===== config.mk =====
export PLATFORM = sky130hd
export DESIGN_NAME = fdma_rw_arbiter
export DESIGN_NICKNAME = d
export VERILOG_FILES = /design/src/rtl/fdma_pkg.sv /design/src/rtl/fdma_rr_pick.sv /design/src/rtl/fdma_rw_arbiter.sv
export SDC_FILE = /design/constraint.sdc
export NUM_CORES = 1
export LEC_CHECK = 0
export CAP_MARGIN = 10
export CORE_AREA = 2 2 206 208
export DETAILED_ROUTE_END_ITERATION = 6
export DIE_AREA = 0 0 208 210
export PLACE_DENSITY_LB_ADDON = 0.1
export SYNTH_ARGS = -nofsm -noshare
export SYNTH_HDL_FRONTEND = slang
export SYNTH_SLANG_ARGS = --single-unit

===== constraint.sdc =====
create_clock -name ui_clk -period 3.53 [get_ports ui_clk]
set_input_delay 0.5295 -clock ui_clk [delete_from_list [all_inputs] [get_ports ui_clk]]
set_output_delay 0.5295 -clock ui_clk [all_outputs]
set_load 0.02 [all_outputs]

===== src/rtl/fdma_pkg.sv =====
// Shared types and constants for the FDMA read/write arbiter slice.
package fdma_pkg;

    localparam int unsigned NUM_WCH = 4;
    localparam int unsigned RD_BIT  = 4;
    localparam int unsigned GRANT_W = NUM_WCH + 1;
    localparam int unsigned SIZE_W  = 16;

    typedef enum logic [1:0] {
        IDLE = 2'd0,
        REQ  = 2'd1,
        XFER = 2'd2
    } state_e;

    // Index of the set bit of a one-hot write-channel vector (0 when empty).
    function automatic logic [1:0] onehot_idx(input logic [NUM_WCH-1:0] oh);
        logic [1:0] idx;
        idx = 2'd0;
        for (int i = 0; i < NUM_WCH; i++) begin
            if (oh[i]) begin
                idx = 2'(i);
            end
        end
        return idx;
    endfunction

endpackage


===== src/rtl/fdma_rr_pick.sv =====
// Combinational 4-way round-robin picker: first requester at or after ptr_i.
module fdma_rr_pick
    import fdma_pkg::*;
(
    input  logic [NUM_WCH-1:0] req_i,
    input  logic [1:0]         ptr_i,
    output logic [NUM_WCH-1:0] gnt_o,
    output logic               valid_o
);

    logic [1:0] idx;

    // Scan requests starting at the pointer, wrapping modulo 4.
    always_comb begin
        gnt_o   = '0;
        valid_o = 1'b0;
        idx     = 2'd0;
        for (int i = 0; i < NUM_WCH; i++) begin
            idx = ptr_i + 2'(i);
            if (!valid_o && req_i[idx]) begin
                gnt_o[idx] = 1'b1;
                valid_o    = 1'b1;
            end
        end
    end

endmodule


===== src/rtl/fdma_rw_arbiter.sv =====
// Arbitrates one FDMA engine between four write channels and one display read.
module fdma_rw_arbiter
    import fdma_pkg::*;
#(
    parameter int unsigned AXI_DATA_WIDTH = 32,
    parameter int unsigned AXI_ADDR_WIDTH = 23,
    parameter int unsigned READ_MAX       = 4,
    parameter int unsigned ACK_TIMEOUT    = 1023
) (
    input  logic                               ui_clk,
    input  logic                               ui_rstn,
    input  logic [NUM_WCH-1:0]                 wareq_i,
    input  logic [NUM_WCH*AXI_ADDR_WIDTH-1:0]  waddr_i,
    input  logic [NUM_WCH*SIZE_W-1:0]          wsize_i,
    input  logic [NUM_WCH*AXI_DATA_WIDTH-1:0]  wdata_i,
    output logic [NUM_WCH-1:0]                 wbusy_o,
    output logic [NUM_WCH-1:0]                 wvalid_o,
    input  logic                               rareq_i,
    input  logic [AXI_ADDR_WIDTH-1:0]          raddr_i,
    input  logic [SIZE_W-1:0]                  rsize_i,
    output logic                               rbusy_o,
    output logic                               rvalid_o,
    output logic [AXI_DATA_WIDTH-1:0]          rdata_o,
    output logic [AXI_ADDR_WIDTH-1:0]          fdma_waddr,
    output logic [SIZE_W-1:0]                  fdma_wsize,
    output logic [AXI_DATA_WIDTH-1:0]          fdma_wdata,
    output logic                               fdma_wareq,
    input  logic                               fdma_wbusy,
    input  logic                               fdma_wvalid,
    output logic [AXI_ADDR_WIDTH-1:0]          fdma_raddr,
    output logic [SIZE_W-1:0]                  fdma_rsize,
    output logic                               fdma_rareq,
    input  logic                               fdma_rbusy,
    input  logic                               fdma_rvalid,
    input  logic [AXI_DATA_WIDTH-1:0]          fdma_rdata,
    output logic [GRANT_W-1:0]                 grant_o,
    output logic                               err_timeout_o
);

    localparam int unsigned STRK_W = $clog2(READ_MAX + 1);
    localparam int unsigned WDOG_W = $clog2(ACK_TIMEOUT + 1);
    localparam logic [GRANT_W-1:0] RD_GRANT = GRANT_W'(1) << RD_BIT;

    state_e              state_q;
    logic [GRANT_W-1:0]  grant_q;
    logic                wareq_q;
    logic                rareq_q;
    logic [1:0]          rr_ptr_q;
    logic [STRK_W-1:0]   streak_q;
    logic [WDOG_W-1:0]   wdog_q;
    logic                err_q;

    logic [NUM_WCH-1:0]  pick_gnt;
    logic                pick_valid;
    logic                write_pending;
    logic                read_wins;
    logic                eng_busy;

    fdma_rr_pick u_pick (
        .req_i   (wareq_i),
        .ptr_i   (rr_ptr_q),
        .gnt_o   (pick_gnt),
        .valid_o (pick_valid)
    );

    // Read priority, bounded by the streak counter only while a write waits.
    always_comb begin
        write_pending = |wareq_i;
        read_wins     = rareq_i && ((streak_q < STRK_W'(READ_MAX)) || !write_pending);
        eng_busy      = grant_q[RD_BIT] ? fdma_rbusy : fdma_wbusy;
    end

    // Burst sequencer: arbitration, engine request, watchdog and transfer hold.
    always_ff @(posedge ui_clk or negedge ui_rstn) begin
        if (!ui_rstn) begin
            state_q  <= IDLE;
            grant_q  <= '0;
            wareq_q  <= 1'b0;
            rareq_q  <= 1'b0;
            rr_ptr_q <= 2'd0;
            streak_q <= '0;
            wdog_q   <= '0;
            err_q    <= 1'b0;
        end else begin
            case (state_q)
                IDLE: begin
                    if (read_wins) begin
                        state_q <= REQ;
                        grant_q <= RD_GRANT;
                        rareq_q <= 1'b1;
                        wdog_q  <= WDOG_W'(1);
                        if (streak_q != STRK_W'(READ_MAX)) begin
                            streak_q <= streak_q + STRK_W'(1);
                        end
                    end else if (pick_valid) begin
                        state_q  <= REQ;
                        grant_q  <= {1'b0, pick_gnt};
                        wareq_q  <= 1'b1;
                        wdog_q   <= WDOG_W'(1);
                        streak_q <= '0;
                        rr_ptr_q <= onehot_idx(pick_gnt) + 2'd1;
                    end
                end
                REQ: begin
                    if (eng_busy) begin
                        state_q <= XFER;
                        wareq_q <= 1'b0;
                        rareq_q <= 1'b0;
                    end else if (wdog_q == WDOG_W'(ACK_TIMEOUT)) begin
                        state_q <= IDLE;
                        grant_q <= '0;
                        wareq_q <= 1'b0;
                        rareq_q <= 1'b0;
                        err_q   <= 1'b1;
                    end else begin
                        wdog_q <= wdog_q + WDOG_W'(1);
                    end
                end
                XFER: begin
                    if (!eng_busy) begin
                        state_q <= IDLE;
                        grant_q <= '0;
                    end
                end
                default: begin
                    state_q <= IDLE;
                    grant_q <= '0;
                    wareq_q <= 1'b0;
                    rareq_q <= 1'b0;
                end
            endcase
        end
    end

    // Payload mux and status routing driven from the registered grant.
    always_comb begin
        fdma_waddr = '0;
        fdma_wsize = '0;
        fdma_wdata = '0;
        for (int k = 0; k < NUM_WCH; k++) begin
            if (grant_q[k]) begin
                fdma_waddr = waddr_i[k*AXI_ADDR_WIDTH +: AXI_ADDR_WIDTH];
                fdma_wsize = wsize_i[k*SIZE_W +: SIZE_W];
                fdma_wdata = wdata_i[k*AXI_DATA_WIDTH +: AXI_DATA_WIDTH];
            end
        end
        wbusy_o    = grant_q[NUM_WCH-1:0] & {NUM_WCH{fdma_wbusy}};
        wvalid_o   = grant_q[NUM_WCH-1:0] & {NUM_WCH{fdma_wvalid}};
        rbusy_o    = grant_q[RD_BIT] & fdma_rbusy;
        rvalid_o   = grant_q[RD_BIT] & fdma_rvalid;
        rdata_o    = fdma_rdata;
        fdma_raddr = raddr_i;
        fdma_rsize = rsize_i;
    end

    assign grant_o       = grant_q;
    assign fdma_wareq    = wareq_q;
    assign fdma_rareq    = rareq_q;
    assign err_timeout_o = err_q;

endmodule


==> flow_summary.json, run 1 <==
{
  "boundaryPins": 526,
  "dr.first_iter.drc_count": 286,
  "ys_types": 56,
  "max_stage_delay_ns": 0.67,
  "cp-startpoint": "grant_o[0]$_DFFE_PN0P_",
  "worst_pin_slew_ns": 0.610,
  "rsz0062_at_grt": "no",
  "cp_cell_sequence": "nor2b_4 -> buf_4 -> buf_4 -> a22oi_1 -> nor2_1 -> a21oi_1 -> o21ai_0 -> clkdlybuf4s50_1",
  "hold_buffers": 0,
  "synth_cells": 665,
  "slowest_stage": "clkdlybuf4s50_1",
  "fin_cells": 1491,
  "dpl.hpwl_um": 27300,
  "yosys_warnings": 0,
  "async_reset_ff_frac": 1.00,
  "whs_ns": 0.520,
  "initial_utilization": 0.103,
  "power-per-cell-area_nw_per_um2": 605,
  "rr_worst_depth": 8,
  "via_per_inst": 3.87,
  "crit_cells": 8,
  "crit_buf_inv": 3,
  "clk_latency_ns": 0.26,
  "drive_gt1_frac": 0.0496,
  "synth_ff_type": "dfrtp_1",
  "grt_max_degree": 77,
  "grt_antenna_before_repair": 9,
  "drc": 0,
  "synth_top_area_cell": "dfrtp_1",
  "rrSetupSlack_ns": 0.79,
  "dieHeight_um": 210,
  "rows": 75,
  "vias": 5777,
  "worstPathRequired_ns": 3.00,
  "setup_violations": 0,
  "hold_class": "register to register",
  "min_period_ns": 3.19,
  "cp-start-kind": "register",
  "fin_worst_skew_ns": 0.00329,
  "synth_nets": 1041,
  "nets": 1324,
  "avgSynthCellArea_um2": 6.44,
  "slew_viol_final": 0,
  "die_x_um": 208,
  "yosysMostFrequentCell": "nand2_1",
  "grt_pass1_wl_um": 44300,
  "syn_area_um2": 4280,
  "grt_overflow": 0,
  "ir_drop_mv": 0.218,
  "place.port_buffers": 383,
  "post-cts-setup-buffers": 0,
  "fin_tns_setup_ns": 0,
  "reg2reg_from": "rr_ptr_q[1]$_DFFE_PN0P_",
  "wire_per_inst_um": 21.8,
  "status": "finished, final reports clean",
  "clk_path_buf_depth": 2,
  "criticalPathCategory": "register to primary output",
  "postRouteAntennaNets": 0,
  "synth_edf_count": 0,
  "netlist_top_cells_area": "dfrtp_1, a22oi_1, buf_4",
  "design.core.area_um2": 41500,
  "synth_top_cell_area_share": 0.146,
  "cp-end-kind": "primary output",
  "root_buffer": "clkbuf_16",
  "maxSlewHeadroom": 0.593,
  "path_max_fanout": 9,
  "endpoint": "fdma_wsize[13]",
  "gp_congestion": 0.830,
  "cts_sinks": 25,
  "grt_usage": 0.139,
  "cts_tree": "done",
  "area_delta_synth_final_pct": 95.6,
  "cpLargestDelayFamily": "buffers and inverters",
  "fin_crit_sh": 0.903,
  "die_area_um2": 43700,
  "hold_violations": 0,
  "totalWireLength_um": 32500,
  "rr_endpoint": "rr_ptr_q[1]$_DFFE_PN0P_",
  "htreeDepth": 1,
  "yosys_register_bits": 25,
  "cts_resized": 0,
  "cellLeakagePower_nw": 2.93,
  "crit_top_cell": "buf_4",
  "max_freq_ghz": 0.314,
  "cp.arrival_ns": 2.66,
  "max-cap-violations": 0,
  "netlist_top_cells_count": "nand2_1, nor2_1, a21oi_1",
  "first_global_vias": 5794,
  "yosysSeqAreaShare": 0.146,
  "dr.pass1.iters": 4,
  "cts_made_buffers": 3,
  "clk_pin_slew_ns": 0.07,
  "post-place-cells": 1482
}
-- layer usage --
metal  part of all wire  wire [um]  GRT usage
met5            0.00098         32          0
met4              0.025        818     0.0340
met1               0.41      13400      0.176
met3              0.080       2600     0.0364
met2               0.48      15700      0.235
-- cells in the final DEF, fill, tap and decap left out, drive strengths merged, types with 2 or more instances in the layout --
| master | Yosys | final |
|---|---|---|
| a31oi | 4 | 4 |
| nor4 | 3 | 3 |
| nand3 | 6 | 6 |
| mux2i | 6 | 6 |
| dfrtp | 25 | 25 |
| ha | 10 | 10 |
| nor2 | 89 | 89 |
| and2 | 11 | 11 |
| nand4 | 4 | 4 |
| o2bb2ai | 2 | 2 |
| inv | 9 | 9 |
| and3 | 4 | 4 |
| a22oi | 71 | 71 |
| nor3 | 5 | 5 |
| diode | 0 | 5 |
| mux2 | 3 | 3 |
| nand2b | 2 | 2 |
| buf | 82 | 19 |
| clkdlybuf4s50 | 0 | 383 |
| a21o | 3 | 3 |
| a2111oi | 2 | 2 |
| a22o | 4 | 4 |
| or3 | 2 | 2 |
| o21a | 3 | 3 |
| a21oi | 77 | 77 |
| o21ai | 78 | 78 |
| o211ai | 2 | 2 |
| nor2b | 3 | 3 |
| o31ai | 2 | 2 |
| nand2 | 91 | 91 |
| o22ai | 2 | 2 |
| clkbuf | 42 | 4 |
| xnor2 | 6 | 6 |
-- logic make-up after synthesis --
| logic type | count (synthesis) | share of synthesized area |
|---|---|---|
| simple gates | 223 | 0.223 |
| buf+inv | 134 | 0.185 |
| flops | 25 | 0.146 |
| compound gates | 257 | 0.375 |
| fa+ha+maj | 10 | 0.0292 |
| mux | 9 | 0.0266 |
| xor+xnor | 7 | 0.0143 |
-- report_power, final --
| group | leakage [nW] | internal (mW) | switching, mW |
|---|---|---|---|
| registers | 0.323 | 0.374 | 0.244 |
| logic | 2.57 | 1.89 | 2.30 |
| clock network | 0.0382 | 0.155 | 0.104 |
-- state kept, by name (all words and copies together), names as in the netlist --
name / cells
streak_q: 3
err_timeout_o: 1
state_q: 2
wdog_q: 10
fdma_wareq: 1
rr_ptr_q: 2
fdma_rareq: 1
grant_o: 5
-- worst min-delay path by stage --
stage	end	startpoint	slack, ns	cells past startpoint
final	streak_q[2]$_DFFE_PN0P_	streak_q[2]$_DFFE_PN0P_	0.52	1
after global routing	streak_q[2]$_DFFE_PN0P_	streak_q[2]$_DFFE_PN0P_	0.54	1
after CTS	streak_q[2]$_DFFE_PN0P_	streak_q[2]$_DFFE_PN0P_	0.51	1
after detailed placement	streak_q[2]$_DFFE_PN0P_	streak_q[2]$_DFFE_PN0P_	0.50	1
after global placement	streak_q[2]$_DFFE_PN0P_	streak_q[2]$_DFFE_PN0P_	0.50	1
after floorplan	err_timeout_o$_DFFE_PN0P_	ui_rstn	0.23	0
-- stage by stage --
stage | worst slack, ns | power, mW | instance area [um2] | util
floorplan | 1.08 | 2.88 | 4280 | -
global placement | 0.557 | 4.90 | 8280 | 0.200
detailed placement | 0.521 | 4.88 | 8280 | 0.200
CTS | 0.230 | 5.16 | 8360 | 0.202
global route | 0.111 | 5.47 | 8370 | 0.202
finish | 0.342 | 5.07 | 8370 | 0.202
-- cell type report --
cell class / count / area (um2)
clock buffer: 4 / 78.8
tap: 539 / 674
timing repair buffer: 402 / 4050
antenna: 5 / 12.5
multi-input combinational: 506 / 2870
sequential: 25 / 637
fill: 4756 / 33100
inverter: 10 / 51.3
(Power assumes the default switching activity.)
==> run 2: changes to the inputs <==
- CAP_MARGIN: 10 -> default
==> results of run 2 <==
No change in the layout: final DEF, timing and power equal those of run 1.
==> run 3: changes to the inputs <==
- CTS_CLUSTER_DIAMETER: default -> 120
==> results of run 3 <==
No change in the layout: final DEF, timing and power equal those of run 1.
